===== src/rtl/hazard_pkg.sv =====
// Shared types and constants for the load-use / memory-wait hazard unit.
package hazard_pkg;

  localparam int ADDR_W_DEF = 4;

  localparam logic [3:0] REG_ZERO     = 4'b0000;
  localparam logic       MEM2REG_LOAD = 1'b0;

  typedef enum logic {
    ST_RUN      = 1'b0,
    ST_MEM_WAIT = 1'b1
  } hz_state_t;

  // Pipeline-register controls produced in one cycle.
  typedef struct packed {
    logic stall_pc;
    logic stall_ifid;
    logic bubble_idex;
    logic freeze_mem;
  } hz_ctl_t;

  localparam hz_ctl_t CTL_NONE = '0;

endpackage


===== src/rtl/hazard_sat_counter.sv =====
// Saturating up-counter with synchronous active-low reset, sync clear and enable.
module hazard_sat_counter #(
  parameter int unsigned   W   = 8,
  parameter logic [W-1:0]  MAX = {W{1'b1}}
) (
  input  logic         clk,
  input  logic         rst_n,
  input  logic         clr,
  input  logic         en,
  output logic [W-1:0] count
);

  // Clear wins over enable so a clear on a busy cycle still lands at zero.
  always_ff @(posedge clk) begin
    if (!rst_n) begin
      count <= '0;
    end else if (clr) begin
      count <= '0;
    end else if (en && (count != MAX)) begin
      count <= count + 1'b1;
    end
  end

endmodule


===== src/rtl/hazard_stall_unit.sv =====
// Load-use hazard detection and data-memory wait freeze with watchdog.
// Optional performance counters are built when HAZARD_PERF_CNT_EN is defined.
module hazard_stall_unit
  import hazard_pkg::*;
#(
  parameter int ADDR_W      = ADDR_W_DEF,
  parameter int WAIT_MAX    = 255,
  parameter int WAIT_CNT_W  = 8,
  parameter int STALL_CNT_W = 16
) (
  input  logic                   clk,
  input  logic                   rst_n,
  input  logic                   id_valid,
  input  logic [ADDR_W-1:0]      id_rs,
  input  logic [ADDR_W-1:0]      id_rt,
  input  logic [ADDR_W-1:0]      id_rd,
  input  logic                   id_use_rs,
  input  logic                   id_use_rt,
  input  logic                   id_is_store,
  input  logic                   idex_rf_wen,
  input  logic                   idex_mem2reg,
  input  logic [ADDR_W-1:0]      idex_waddr,
  input  logic                   dmem_req,
  input  logic                   dmem_ready,
  output logic                   stall_pc,
  output logic                   stall_ifid,
  output logic                   bubble_idex,
  output logic                   freeze_mem,
  output logic                   mem_timeout,
  output logic                   fsm_state,
  input  logic                   perf_clr,
  output logic [STALL_CNT_W-1:0] load_stall_cnt,
  output logic [STALL_CNT_W-1:0] mem_wait_cnt
);

  // Handshake: dmem_req marks an access in EX/MEM; the access completes on the
  // first cycle dmem_ready is high, and every cycle before that is a wait cycle.

  logic                  lu;
  logic                  mw;
  logic                  src_hit;
  hz_state_t             state_q;
  hz_state_t             state_d;
  hz_ctl_t               ctl;
  logic                  wait_clr;
  logic                  wait_en;
  logic [WAIT_CNT_W-1:0] wait_cnt;
  logic                  timeout_q;

  // Register zero is hard-wired, so a write to it never creates a hazard.
  assign src_hit = (id_use_rs   && (id_rs == idex_waddr)) ||
                   (id_use_rt   && (id_rt == idex_waddr)) ||
                   (id_is_store && (id_rd == idex_waddr));

  assign lu = id_valid && idex_rf_wen && (idex_mem2reg == MEM2REG_LOAD) &&
              (idex_waddr != ADDR_W'(REG_ZERO)) && src_hit;

  assign mw = dmem_req && !dmem_ready;

  always_ff @(posedge clk) begin
    if (!rst_n) begin
      state_q <= ST_RUN;
    end else begin
      state_q <= state_d;
    end
  end

  always_comb begin
    state_d = state_q;
    case (state_q)
      ST_RUN:      if (mw)         state_d = ST_MEM_WAIT;
      ST_MEM_WAIT: if (dmem_ready) state_d = ST_RUN;
      default:                     state_d = ST_RUN;
    endcase
  end

  // Memory wait has priority; a load-use bubble is only issued once the
  // pipeline is free to move.
  always_comb begin
    ctl = CTL_NONE;
    case (state_q)
      ST_RUN: begin
        if (mw) begin
          ctl.freeze_mem = 1'b1;
          ctl.stall_pc   = 1'b1;
          ctl.stall_ifid = 1'b1;
        end else if (lu) begin
          ctl.stall_pc    = 1'b1;
          ctl.stall_ifid  = 1'b1;
          ctl.bubble_idex = 1'b1;
        end
      end
      ST_MEM_WAIT: begin
        if (!dmem_ready) begin
          ctl.freeze_mem = 1'b1;
          ctl.stall_pc   = 1'b1;
          ctl.stall_ifid = 1'b1;
        end else if (lu) begin
          ctl.stall_pc    = 1'b1;
          ctl.stall_ifid  = 1'b1;
          ctl.bubble_idex = 1'b1;
        end
      end
      default: ctl = CTL_NONE;
    endcase
  end

  assign wait_clr = (state_q == ST_RUN) && mw;
  assign wait_en  = (state_q == ST_MEM_WAIT);

  hazard_sat_counter #(
    .W   (WAIT_CNT_W),
    .MAX (WAIT_CNT_W'(WAIT_MAX))
  ) u_wait_cnt (
    .clk   (clk),
    .rst_n (rst_n),
    .clr   (wait_clr),
    .en    (wait_en),
    .count (wait_cnt)
  );

  // Sets on the same edge the counter reaches WAIT_MAX; only reset clears it.
  always_ff @(posedge clk) begin
    if (!rst_n) begin
      timeout_q <= 1'b0;
    end else if (wait_en && (wait_cnt >= WAIT_CNT_W'(WAIT_MAX - 1))) begin
      timeout_q <= 1'b1;
    end
  end

  assign stall_pc    = rst_n && ctl.stall_pc;
  assign stall_ifid  = rst_n && ctl.stall_ifid;
  assign bubble_idex = rst_n && ctl.bubble_idex;
  assign freeze_mem  = rst_n && ctl.freeze_mem;
  assign mem_timeout = rst_n && timeout_q;
  assign fsm_state   = rst_n && (state_q == ST_MEM_WAIT);

`ifdef HAZARD_PERF_CNT_EN
  logic [STALL_CNT_W-1:0] load_stall_q;
  logic [STALL_CNT_W-1:0] mem_wait_q;

  hazard_sat_counter #(
    .W (STALL_CNT_W)
  ) u_load_stall_cnt (
    .clk   (clk),
    .rst_n (rst_n),
    .clr   (perf_clr),
    .en    (ctl.bubble_idex),
    .count (load_stall_q)
  );

  hazard_sat_counter #(
    .W (STALL_CNT_W)
  ) u_mem_wait_cnt (
    .clk   (clk),
    .rst_n (rst_n),
    .clr   (perf_clr),
    .en    (ctl.freeze_mem),
    .count (mem_wait_q)
  );

  assign load_stall_cnt = rst_n ? load_stall_q : '0;
  assign mem_wait_cnt   = rst_n ? mem_wait_q   : '0;
`else
  logic unused_perf_clr;

  assign unused_perf_clr = perf_clr;
  assign load_stall_cnt  = '0;
  assign mem_wait_cnt    = '0;
`endif

endmodule


===== config.mk =====
export PLATFORM = sky130hd
export DESIGN_NAME = hazard_stall_unit
export DESIGN_NICKNAME = d
export VERILOG_FILES = /design/src/rtl/hazard_pkg.sv /design/src/rtl/hazard_sat_counter.sv /design/src/rtl/hazard_stall_unit.sv
export SDC_FILE = /design/constraint.sdc
export NUM_CORES = 1
export LEC_CHECK = 0
export CORE_ASPECT_RATIO = 0.7
export CORE_MARGIN = 2
export CORE_UTILIZATION = 37
export DETAILED_ROUTE_END_ITERATION = 10
export PLACE_DENSITY = 0.83
export SKIP_CTS_REPAIR_TIMING = 1
export SYNTH_ARGS = -nofsm -noshare
export SYNTH_HDL_FRONTEND = slang
export SYNTH_SLANG_ARGS = --single-unit

===== constraint.sdc =====
create_clock -name clk -period 3.45 [get_ports clk]
set_input_delay 0.69 -clock clk [delete_from_list [all_inputs] [get_ports clk]]
set_output_delay 0.69 -clock clk [all_outputs]
set_load 0.02 [all_outputs]

-- Word-level counts from Yosys, hierarchy flattened
Index checks and enable logic that the tools add are counted.
- add/subtract/negate cells: 1
- $lt $le $gt $ge: 1
- eq/ne operators: 4
- mux-type cells: 9
- bitwise operators: 3
- reductions and logical operators: 22
- operators with widths (operator ; number):
    1-bit logical AND ; 17
    4-bit == test ; 3
    8-bit by 1-bit adder with 8-bit output (second input constant) ; 1
    8-bit >= comparator (second input constant) ; 1
    8-bit inequality test (second input constant) ; 1
    4-bit case mux with 2 select lines ; 1
    1-bit 2-to-1 mux ; 4
    2-bit 2-to-1 mux ; 2
    4-bit nonzero test ; 1
    3-bit 2-to-1 mux ; 1
    1-bit inverter ; 3
    1-bit logical OR ; 2
    1-bit case mux with 2 select lines ; 1
    2-bit OR reduction ; 1
    1-bit logical NOT ; 1
- bits in registers: 10
- output and inout bits: 38

-- Depth between registers and ports, before layout
Gate-level depths: netlist (run 1).
- depth in word-level cells: 9
- gate-level depth with buffers: 5

-- By module
From an unflattened synthesis (run 1), not the netlist that was laid out.
- cell total of the unflattened synthesis: 120
- area total of the unflattened synthesis: 964.7 um2
- modules (own cells, without submodules) (module ; instances ; cells an instance ; area each (um2) ; seq. area each (um2)):
    hazard_stall_unit ; 1 ; 74 ; 543.0 ; 40.0
    hazard_sat_counter ; 1 ; 46 ; 421.7 ; 160.2

-- Least setup slack after synthesis (run 1)
No wires, ideal clock.
- path kind: input-to-output
- from: input port rst_n
- to: output port stall_pc
- data arrival time: 1.974 ns
- required time: 2.760 ns
- slack: 0.786 ns
- cell stages on the path: 5
- path through: inv_1 > nor4_1 > inv_1 > o21ai_0 > buf_4
- cells in the longest elaborated chain, start to end: 1
- ends and longest elaborated chain (element ; line ; source):
    start: declaration ; hazard_stall_unit.sv:12 ; input logic rst_n,
    1-bit logical AND ; hazard_stall_unit.sv:131 ; assign stall_pc = rst_n && ctl.stall_pc;
    end: declaration ; hazard_stall_unit.sv:25 ; output logic stall_pc,
No other way between the ends.

-- Worst setup path after layout (run 1)
- from: input port idex_waddr[2]
- to: output port bubble_idex
- cells in the longest elaborated chain, start to end: 9
- ends and longest elaborated chain (element ; line ; source):
    start: declaration ; hazard_stall_unit.sv:22 ; input logic [ADDR_W-1:0] idex_waddr,
    4-bit == test (on tied branches) ; hazard_stall_unit.sv:51, hazard_stall_unit.sv:52 ;
    1-bit logical AND (on tied branches) ; hazard_stall_unit.sv:51, hazard_stall_unit.sv:52 ;
    1-bit logical OR ; hazard_stall_unit.sv:51 ; assign src_hit = (id_use_rs && (id_rs == idex_waddr)) ||
    1-bit logical OR ; hazard_stall_unit.sv:52 ; (id_use_rt && (id_rt == idex_waddr)) ||
    1-bit logical AND (*) ; hazard_stall_unit.sv:56 ; (idex_waddr != ADDR_W'(REG_ZERO)) && src_hit;
    3-bit 2-to-1 mux (*) ; hazard_stall_unit.sv:87, hazard_stall_unit.sv:98 ;
    1-bit 2-to-1 mux (on tied branches) ; hazard_stall_unit.sv:94, hazard_stall_unit.sv:83 ;
    4-bit case mux with 2 select lines (*) ; hazard_stall_unit.sv:81 ; case (state_q)
    1-bit logical AND (*) ; hazard_stall_unit.sv:133 ; assign bubble_idex = rst_n && ctl.bubble_idex;
    end: declaration ; hazard_stall_unit.sv:27 ; output logic bubble_idex,
Mark *: on every way between the ends. The rest lies on a longest branch, timed or not.

==> impl_metrics.tcl, run 1 <==
set metrics [dict create \
    setup_violations 0 \
    grt_pass1_vias 752 \
    ios 65 \
    path_cells "clkdlybuf4s50_1 -> xor2_1 -> nor3_1 -> nand2_1 -> a21oi_1 -> clkdlybuf4s50_1" \
    critPathArrivalTime_ps 2570 \
    dieWidth_um 63.8 \
    rsz0062_at_grt "no" \
    reg2reg_setup_slack_ps 1960 \
    rr_endpoint "u_wait_cnt.count[6]" \
    root_buffer "clkbuf_4" \
    grt_max_degree 9 \
    p_total_mw 0.323 \
    fill_cells 224 \
    first_iter_violations 25 \
    core_mm2 0.00242 \
    vias 802 \
    setup-tns-final_ps 0 \
    seq_area_um2 200 \
    grt_overflow 0 \
    wl_um 1890 \
    min_path_type "flip-flop to flip-flop" \
    required_ps 2760 \
    dp_hpwl_um 1630 \
    layout.cells.most_common "conb_1" \
    crit_path_frequent_cell "clkdlybuf4s50_1" \
    maxSlewViolCount 0 \
    drive_gt1_share_pct 4.55 \
    start_util_pct 38.2 \
    worstSetupPathType "input pin to primary output" \
    rows 15 \
    maxCapViolations 0 \
    final_cell_mix "32 x conb_1, 29 x clkdlybuf4s50_1, 12 x xor2_1" \
    slew_headroom_pct 33.6 \
    hp-start "timeout_q" \
    ys_ff_latch 10 \
    antenna_left 0 \
    cpPeakStageDelay_ps 620 \
    regToRegStartpoint "u_wait_cnt.count[1]" \
    status "completed" \
    cts_made_buffers 3 \
    vdd_drop_max_mv 0.0912 \
    synth_area_per_cell_um2 7.77 \
    chipHeight_um 45.8 \
    clkSinkCount 10 \
    instances_no_fill 188 \
    diodes 0 \
    min_to "timeout_q" \
    grt_pass1_wl_um 3110 \
    path_clk_slew_ps 70 \
    dp.cells 184 \
    nNetsFinal 184 \
    htreeDepth 1 \
    cp-start-kind "input pin" \
    p_leak_nw 0.535 \
    fin_skew_ps 6.03 \
    yosys_warnings 0 \
    syn-cell-area_um2 925 \
    synth.distinct_cells 29 \
    multi_input_area_um2 567 \
    post_drt_wl_per_cell_um 10.0 \
    grt_usage_pct 13.7 \
    die_area_mm2 0.00292 \
    tightest_slew_ps 988 \
    drc 0 \
    finalCriticalPeriod_ps 3260 \
    postSynthCellCount 119 \
    end_kind "primary output" \
    cts_tree "done" \
    hold_viol_final 0 \
    numPortBuffers 31 \
    critPathSlowestCell "clkdlybuf4s50_1" \
    reg2reg_depth 5 \
    antenna_found_initial 0 \
    powerDensity_mw_per_mm2 269 \
    insertion_delay_ps 270 \
    max_freq_mhz 307 \
    critical_path.max_fanout 4 \
    clockBufferDepth 2 \
    worstHoldPathCells 2 \
    area_growth_pct 30.0 \
    min_period_over_period_pct 94.5 \
    dr.pass1.iters 4 \
    gp_congestion 0.811 \
    via_per_inst 4.27 \
    synth-seq-area-share_pct 21.7 \
]
## critical path: cells and delay by family
family,cells,cell delay [ps]
compound gates,1,150
xor+xnor,1,210
buf+inv,2,1140
simple gates,2,380
## per-layer routing
| layer | vias up | track usage, % | wire length (µm) |
|---|---|---|---|
| li1 | 408 | - | - |
| met1 | 354 | 14.2 | 773 |
| met2 | 34 | 26.3 | 970 |
| met3 | 6 | 4.70 | 107 |
| met4 | 0 | 5.65 | 35 |
| met5 | - | 0 | 0 |
## synthesized netlist by cell type
master     instances  area share, %
nor2_1            11            4.5
o211ai_1           2            1.6
nand3_1            2            1.1
nor3_1             3            1.6
and3_2             1           0.81
conb_1             1           0.41
a211oi_1           1           0.81
nand2_1            5            2.0
dfxtp_1           10             22
or2b_1             1           0.81
xnor2_1            5            4.7
o31ai_1            2            1.6
o21a_1             1           0.81
and2_1             2            1.4
xor2_1            12             11
a21oi_1            3            1.6
or3_1              1           0.68
inv_1              7            2.8
ha_1               2            2.7
o21ai_0            2            1.1
and3_1             1           0.68
o2111ai_1          2            1.9
a32oi_1            1           0.95
a31oi_1            1           0.68
o21bai_1           1           0.81
nor4_1             2            1.4
and2_0             2            1.4
nand4_1            2            1.4
buf_4             33             27
## where the power goes
group	leakage (nW)	internal (mW)	switching, mW
clock network	0.0210	0.0641	0.0405
logic	0.433	0.0419	0.0570
registers	0.0809	0.117	0.00229
total	0.535	0.223	0.0998
## kinds of logic (layout without fill, tap and decap cells)
family                   Yosys count  count (layout)  share of synthesized area, %
XOR/XNOR                          17              17                          16.1
flip-flops                        10              10                          21.7
adder cells (fa/ha/maj)            2               2                          2.71
AND/OR/NAND/NOR                   33              33                          17.6
AO/OA/AOI/OAI                     16              16                          11.9
other                              1              32                         0.406
buffers and inverters             40              44                          29.6
## registers in the layout, indices dropped and copies added (netlist names)
name and cells:
u_wait_cnt.count 8, timeout_q 1, state_q 1
## through the flow
stage / instance area (µm²) / setup slack [ps] / utilization (%) / hold slack (ps)
after global routing: 1200 / 59.7 / 49.7 / 515
final: 1200 / 189 / 49.7 / 479
after global placement: 1160 / 152 / 48.0 / 434
after detailed placement: 1160 / 128 / 48.0 / 463
after floorplan: 1040 / 786 / - / 419
after CTS: 1200 / 113 / 49.5 / 479
## how the worst max path moves through the flow
stage / from / cells after the start / to
floorplan: rst_n / 5 / stall_pc
global placement: idex_waddr[1] / 7 / stall_ifid
detailed placement: idex_waddr[2] / 6 / stall_pc
CTS: idex_waddr[1] / 6 / stall_ifid
global route: idex_waddr[2] / 6 / bubble_idex
finish: idex_waddr[2] / 6 / bubble_idex
## layout make-up
type                            count  area share (%)
Clock buffer                        4            3.02
Inverter                            7            2.19
Multi-Input combinational cell    100            47.1
Sequential cell                    10            16.6
Tap cell                           34            3.54
Timing Repair Buffer               33            27.5
(Power assumes the default switching activity.)
==> inputs of run 2 (changes only) <==
SKIP_LAST_GASP = 1   (was default)
==> results of run 2 <==
Final layout, timing and power as in run 1 (identical DEF).
==> edit 1, RTL diff (settings of run 1) <==
Build with the macro `HAZARD_PERF_CNT_EN` defined.
--- a/src/rtl/hazard_stall_unit.sv
+++ b/src/rtl/hazard_stall_unit.sv
@@ -1,4 +1,6 @@
 // Load-use hazard detection and data-memory wait freeze with watchdog.
 // Optional performance counters are built when HAZARD_PERF_CNT_EN is defined.
+`define HAZARD_PERF_CNT_EN
+
 module hazard_stall_unit
   import hazard_pkg::*;
Formal check against the unedited RTL: not equivalent (Yosys sat finds a counterexample within 4 cycles, from zero or initial values and one cycle with rst_n low).
==> edit 1 against run 1 <==
Synthesized area grew to 2.7 times the old value; worst setup slack better by 0.042 ns; synthesized cell count is 150% higher; final area grew to 2.8 times the old value; sequential cell count is 32 higher; total power grew to 3.1 times the old value; routed wire length grew to 3.3 times the old value; sequential share of layout area is 8.4 points higher; largest cell class unchanged.
==> edit 1: results (changes against run 1) <==
outcome:
  outcome: "complete, no violations"
place:
  routabilityCongestion: 0.823  # +1.5%
  dp.cells: 448  # +140%
  place_area_mm2: 0.00324  # +180%
  place_ws_ns: -0.375  # -0.504 ns
  hpwl_mm: 4.61  # +180%
logic_synthesis:
  yosysSeqAreaShare_pct: 34.0  # +12 points
  synth_common_cells: "42 x dfxtp_1, 37 x and2_1, 25 x nor2_1"
  synth.distinct_cells: 44  # +52%
  synthTopCellsByArea: "dfxtp_1 34%, and2_1 9.4%, xor2_1 8.2%"
  syn-instance-count: 296  # +150%
clock_network:
  cts-root-buf: "clkbuf_8"
  clock_path_buffers: 2  # unchanged
  clk_latency_ns: 0.30  # +0.03 ns
  htree_levels: 2  # +1
  clk_pin_slew_ns: 0.09  # +0.02 ns
timing:
  max_slew_margin_pct: 32.5  # -1.0 points
  skew_ns: 0.00873  # +0.00270 ns
final_layout:
  seq_cell_count: 42  # +32
  seq_share_pct: 25.0  # +8.4 points
  final-clk-cell-share_pct: 3.39  # +0.37 points
  nNonClkInverters: 5  # -2
  drive_gt1_share_pct: 8.77  # +4.2 points
  n_all_buffers: 75  # +130%
  register_area_um2: 841  # +320%
  num-multi-input-gates: 235  # +140%
  largestRegisters: "u_load_stall_cnt.count (16), u_mem_wait_cnt.count (16), u_wait_cnt.count (8)"
  n_fill_cell: 589  # +160%
  stdcell_count: 456  # +140%
  multiInputGateArea_mm2: 0.00155  # +170%
  final_nets: 395  # +110%
  n_clock_buffer: 5  # +1
  layout.nonclk_buf_share_pct: 21.5  # -6.0 points
power_and_ir_drop:
  leakage_nw: 1.21  # +130%
  peakVddDrop_v: 0.000210  # +130%
detailed_routing:
  first_pass_iters: 4  # unchanged
  drt_wl_total_mm: 6.29  # +230%
  vias: 2402  # +200%
  drt_iter0_drc: 96  # +280%
global_route:
  grtUsageMet1_pct: 22.2  # +8.0 points
  antenna_found_initial: 0  # unchanged
  grt_pass1_vias: 2210  # +190%
  use_met3_pct: 4.53  # -0.18 points
  grt_pass1_wl_mm: 10.1  # +220%
floorplan:
  chipWidth_um: 102  # +59%
setup_path:
  crit_family: "simple AND/OR/NAND/NOR gates"
==> edit 1: changes by cell type in the layout (fill, tap and decap cells not counted), sizes merged, moves of 10 or more <==
| cell | run 1 | this run |
|---|---|---|
| nor2 | 11 | 25 |
| nand3 | 2 | 19 |
| conb | 32 | 0 |
| or4 | 0 | 10 |
| dfxtp | 10 | 42 |
| clkdlybuf4s50 | 29 | 58 |
| a21oi | 3 | 15 |
| xor2 | 12 | 23 |
| and2 | 4 | 39 |
==> edit 1: cell families after synthesis <==
kind of cell    Yosys count  share of synthesized area [%]
simple gates            151                           35.0
compound gates           47                           13.7
flops                    42                           34.0
xor+xnor                 31                           11.0
buf+inv                  19                           3.44
fa+ha+maj                 4                           2.03
mux                       2                          0.810
==> edit 1: report_power, final <==
group	total [mW]	switching [mW]	internal, mW
combinational	0.113	0.0570	0.0556
sequential	0.491	0.00400	0.487
clock	0.396	0.180	0.215
==> edit 1: worst paths after layout <==
check                                            start                                       to  slack [ns]  cells past startpoint
worst max register to register      state_q$_SDFF_PN0_  u_load_stall_cnt.count[13]$_SDFFE_PP0P_        1.11                      7
worst min-delay path            timeout_q$_SDFFE_PN0P_                   timeout_q$_SDFFE_PN0P_        0.47                      1
worst max-delay path                          id_rs[3]                               stall_ifid        0.23                      8
worst min register to register  timeout_q$_SDFFE_PN0P_                   timeout_q$_SDFFE_PN0P_        0.47                      1
==> edit 1: routing by layer <==
| layer | wire length (µm) | part of all wire, % | vias to the layer above |
|---|---|---|---|
| met2 | 2800 | 45 | 79 |
| met5 | 0 | 0 | - |
| met3 | 508 | 8.1 | 9 |
| met4 | 89 | 1.4 | 0 |
| li1 | - | - | 1199 |
| met1 | 2890 | 46 | 1115 |
==> edit 2, RTL diff (flow settings as in run 1) <==
Made on the original files. Register the output `mem_timeout`; this adds one clock of latency there. The other outputs are not delayed to match.
--- a/src/rtl/hazard_stall_unit.sv
+++ b/src/rtl/hazard_stall_unit.sv
@@ -133,5 +133,7 @@
   assign bubble_idex = rst_n && ctl.bubble_idex;
   assign freeze_mem  = rst_n && ctl.freeze_mem;
-  assign mem_timeout = rst_n && timeout_q;
+  always_ff @(posedge clk) begin
+    mem_timeout <= rst_n && timeout_q;
+  end
   assign fsm_state   = rst_n && (state_q == ST_MEM_WAIT);
 
Formal check against the unedited RTL: same outputs for any inputs over 10 cycles, from zero or initial values and one cycle with rst_n low; that may be too few to reach the edited logic, so the function may still have changed.
==> edit 2 against run 1 <==
Synthesized area increased by 3.9%; worst setup slack better by 0.32 ns; clock skew fell by 0.0041 ns; fmax is 11% higher; count of clock-buffer cells in the layout unchanged; via count is 0.37% lower; global-route usage fell by 0.17 points; core utilization grew 1.1 points; routed wire length up 5.9%; synthesized cell count unchanged; sequential cell count up 1; critical path depth unchanged; total power up 9.4%; final area grew 3.9%; largest power group unchanged; highest routed layer unchanged.
==> edit 2: results (changes against run 1) <==
outcome:
  outcome: "complete, no violations"
detailed_routing:
  drt_wl_total_mm: 2.00  # +5.9%
  drt_iter0_drc: 43  # +72%
global_route:
  grt_pass1_wl_mm: 3.15  # +1.1%
  gr-usage-all-layers_pct: 13.6  # -0.17 points
  grt_pass1_vias: 724  # -3.7%
clock_network:
  cts-root-buf: "clkbuf_8"
  clk_pin_slew_ns: 0.05  # -0.02 ns
  clk_latency_ns: 0.23  # -0.04 ns
power_and_ir_drop:
  peakVddDrop_v: 0.000128  # +41%
  leakage_nw: 0.533  # -0.40%
setup_path:
  r2r_cells: 5  # unchanged
  arrival_ns: 2.25  # -0.32 ns
logic_synthesis:
  synth_common_cells: "33 x buf_4, 11 x dfxtp_1, 10 x xor2_1"
  yosysSeqAreaShare_pct: 22.9  # +1.3 points
  synth.distinct_cells: 28  # -3.4%
  synthTopCellsByArea: "buf_4 26%, dfxtp_1 23%, xor2_1 9.1%"
timing:
  skew_ns: 0.00190  # -0.00413 ns
final_layout:
  stdcell_count: 187  # -0.53%
  drive_gt1_share_pct: 6.54  # +2.0 points
  n_fill_cell: 228  # +1.8%
  antenna_cells: 0  # unchanged
  stdcell_area_mm2: 0.00125  # +3.9%
place:
  routabilityCongestion: 0.754  # -7.1%
  place_ws_ns: 0.00695  # -0.121 ns
  dp.cells: 183  # -0.54%
  hpwl_mm: 1.57  # -3.9%
## edit 2: area by class of cell
type	instances	area share (%)
well taps	34	3.41
clock buffers	4	3.61
multi-input cells	100	47.5
repair buffers	32	26.1
flip-flops and latches	11	17.6
inverters	6	1.80
## edit 2: critical path, cell delays in order
cell,delay [ns]
clkdlybuf4s50_1,0.51
xor2_1,0.21
nor3_1,0.22
a32oi_1,0.16
o21ai_0,0.21
dlymetal6s2s_1,0.26
## edit 2: path summary, 6_finish.rpt
check	endpoint	slack [ns]	startpoint
worst max-delay path	stall_pc	0.51	idex_waddr[1]
worst min-delay path	mem_timeout$_DFF_P_	0.45	timeout_q$_SDFFE_PN0P_
worst max register to register	u_wait_cnt.count[3]$_SDFFE_PP0P_	2.01	u_wait_cnt.count[1]$_SDFFE_PP0P_
worst min register to register	mem_timeout$_DFF_P_	0.45	timeout_q$_SDFFE_PN0P_
## edit 2: routing by layer
layer / wire length (µm) / track usage [%] / share of wire, %
met1: 828 / 16.1 / 41
met2: 1050 / 26.6 / 52
met3: 109 / 2.69 / 5.5
met4: 10 / 1.28 / 0.50
met5: 0 / 0 / 0
## edit 2: kinds of logic (layout without fill, tap and decap cells)
family                     count (synthesis)  after routing  synth area share (%)
DFF                                       11             11                  22.9
and+or+nand+nor                           33             33                  17.8
adders and majority gates                  2              2                  2.60
xor gates and xnor gates                  17             17                  15.5
other                                      1             32                 0.390
buffers and inverters                     39             42                  28.1
AOI/OAI and AO/OA                         16             16                  12.6
## edit 2: report_power, final
group,internal [mW],switching (mW)
Clock,0.0807,0.0433
Sequential,0.129,0.00173
Combinational,0.0411,0.0577
Total,0.251,0.103
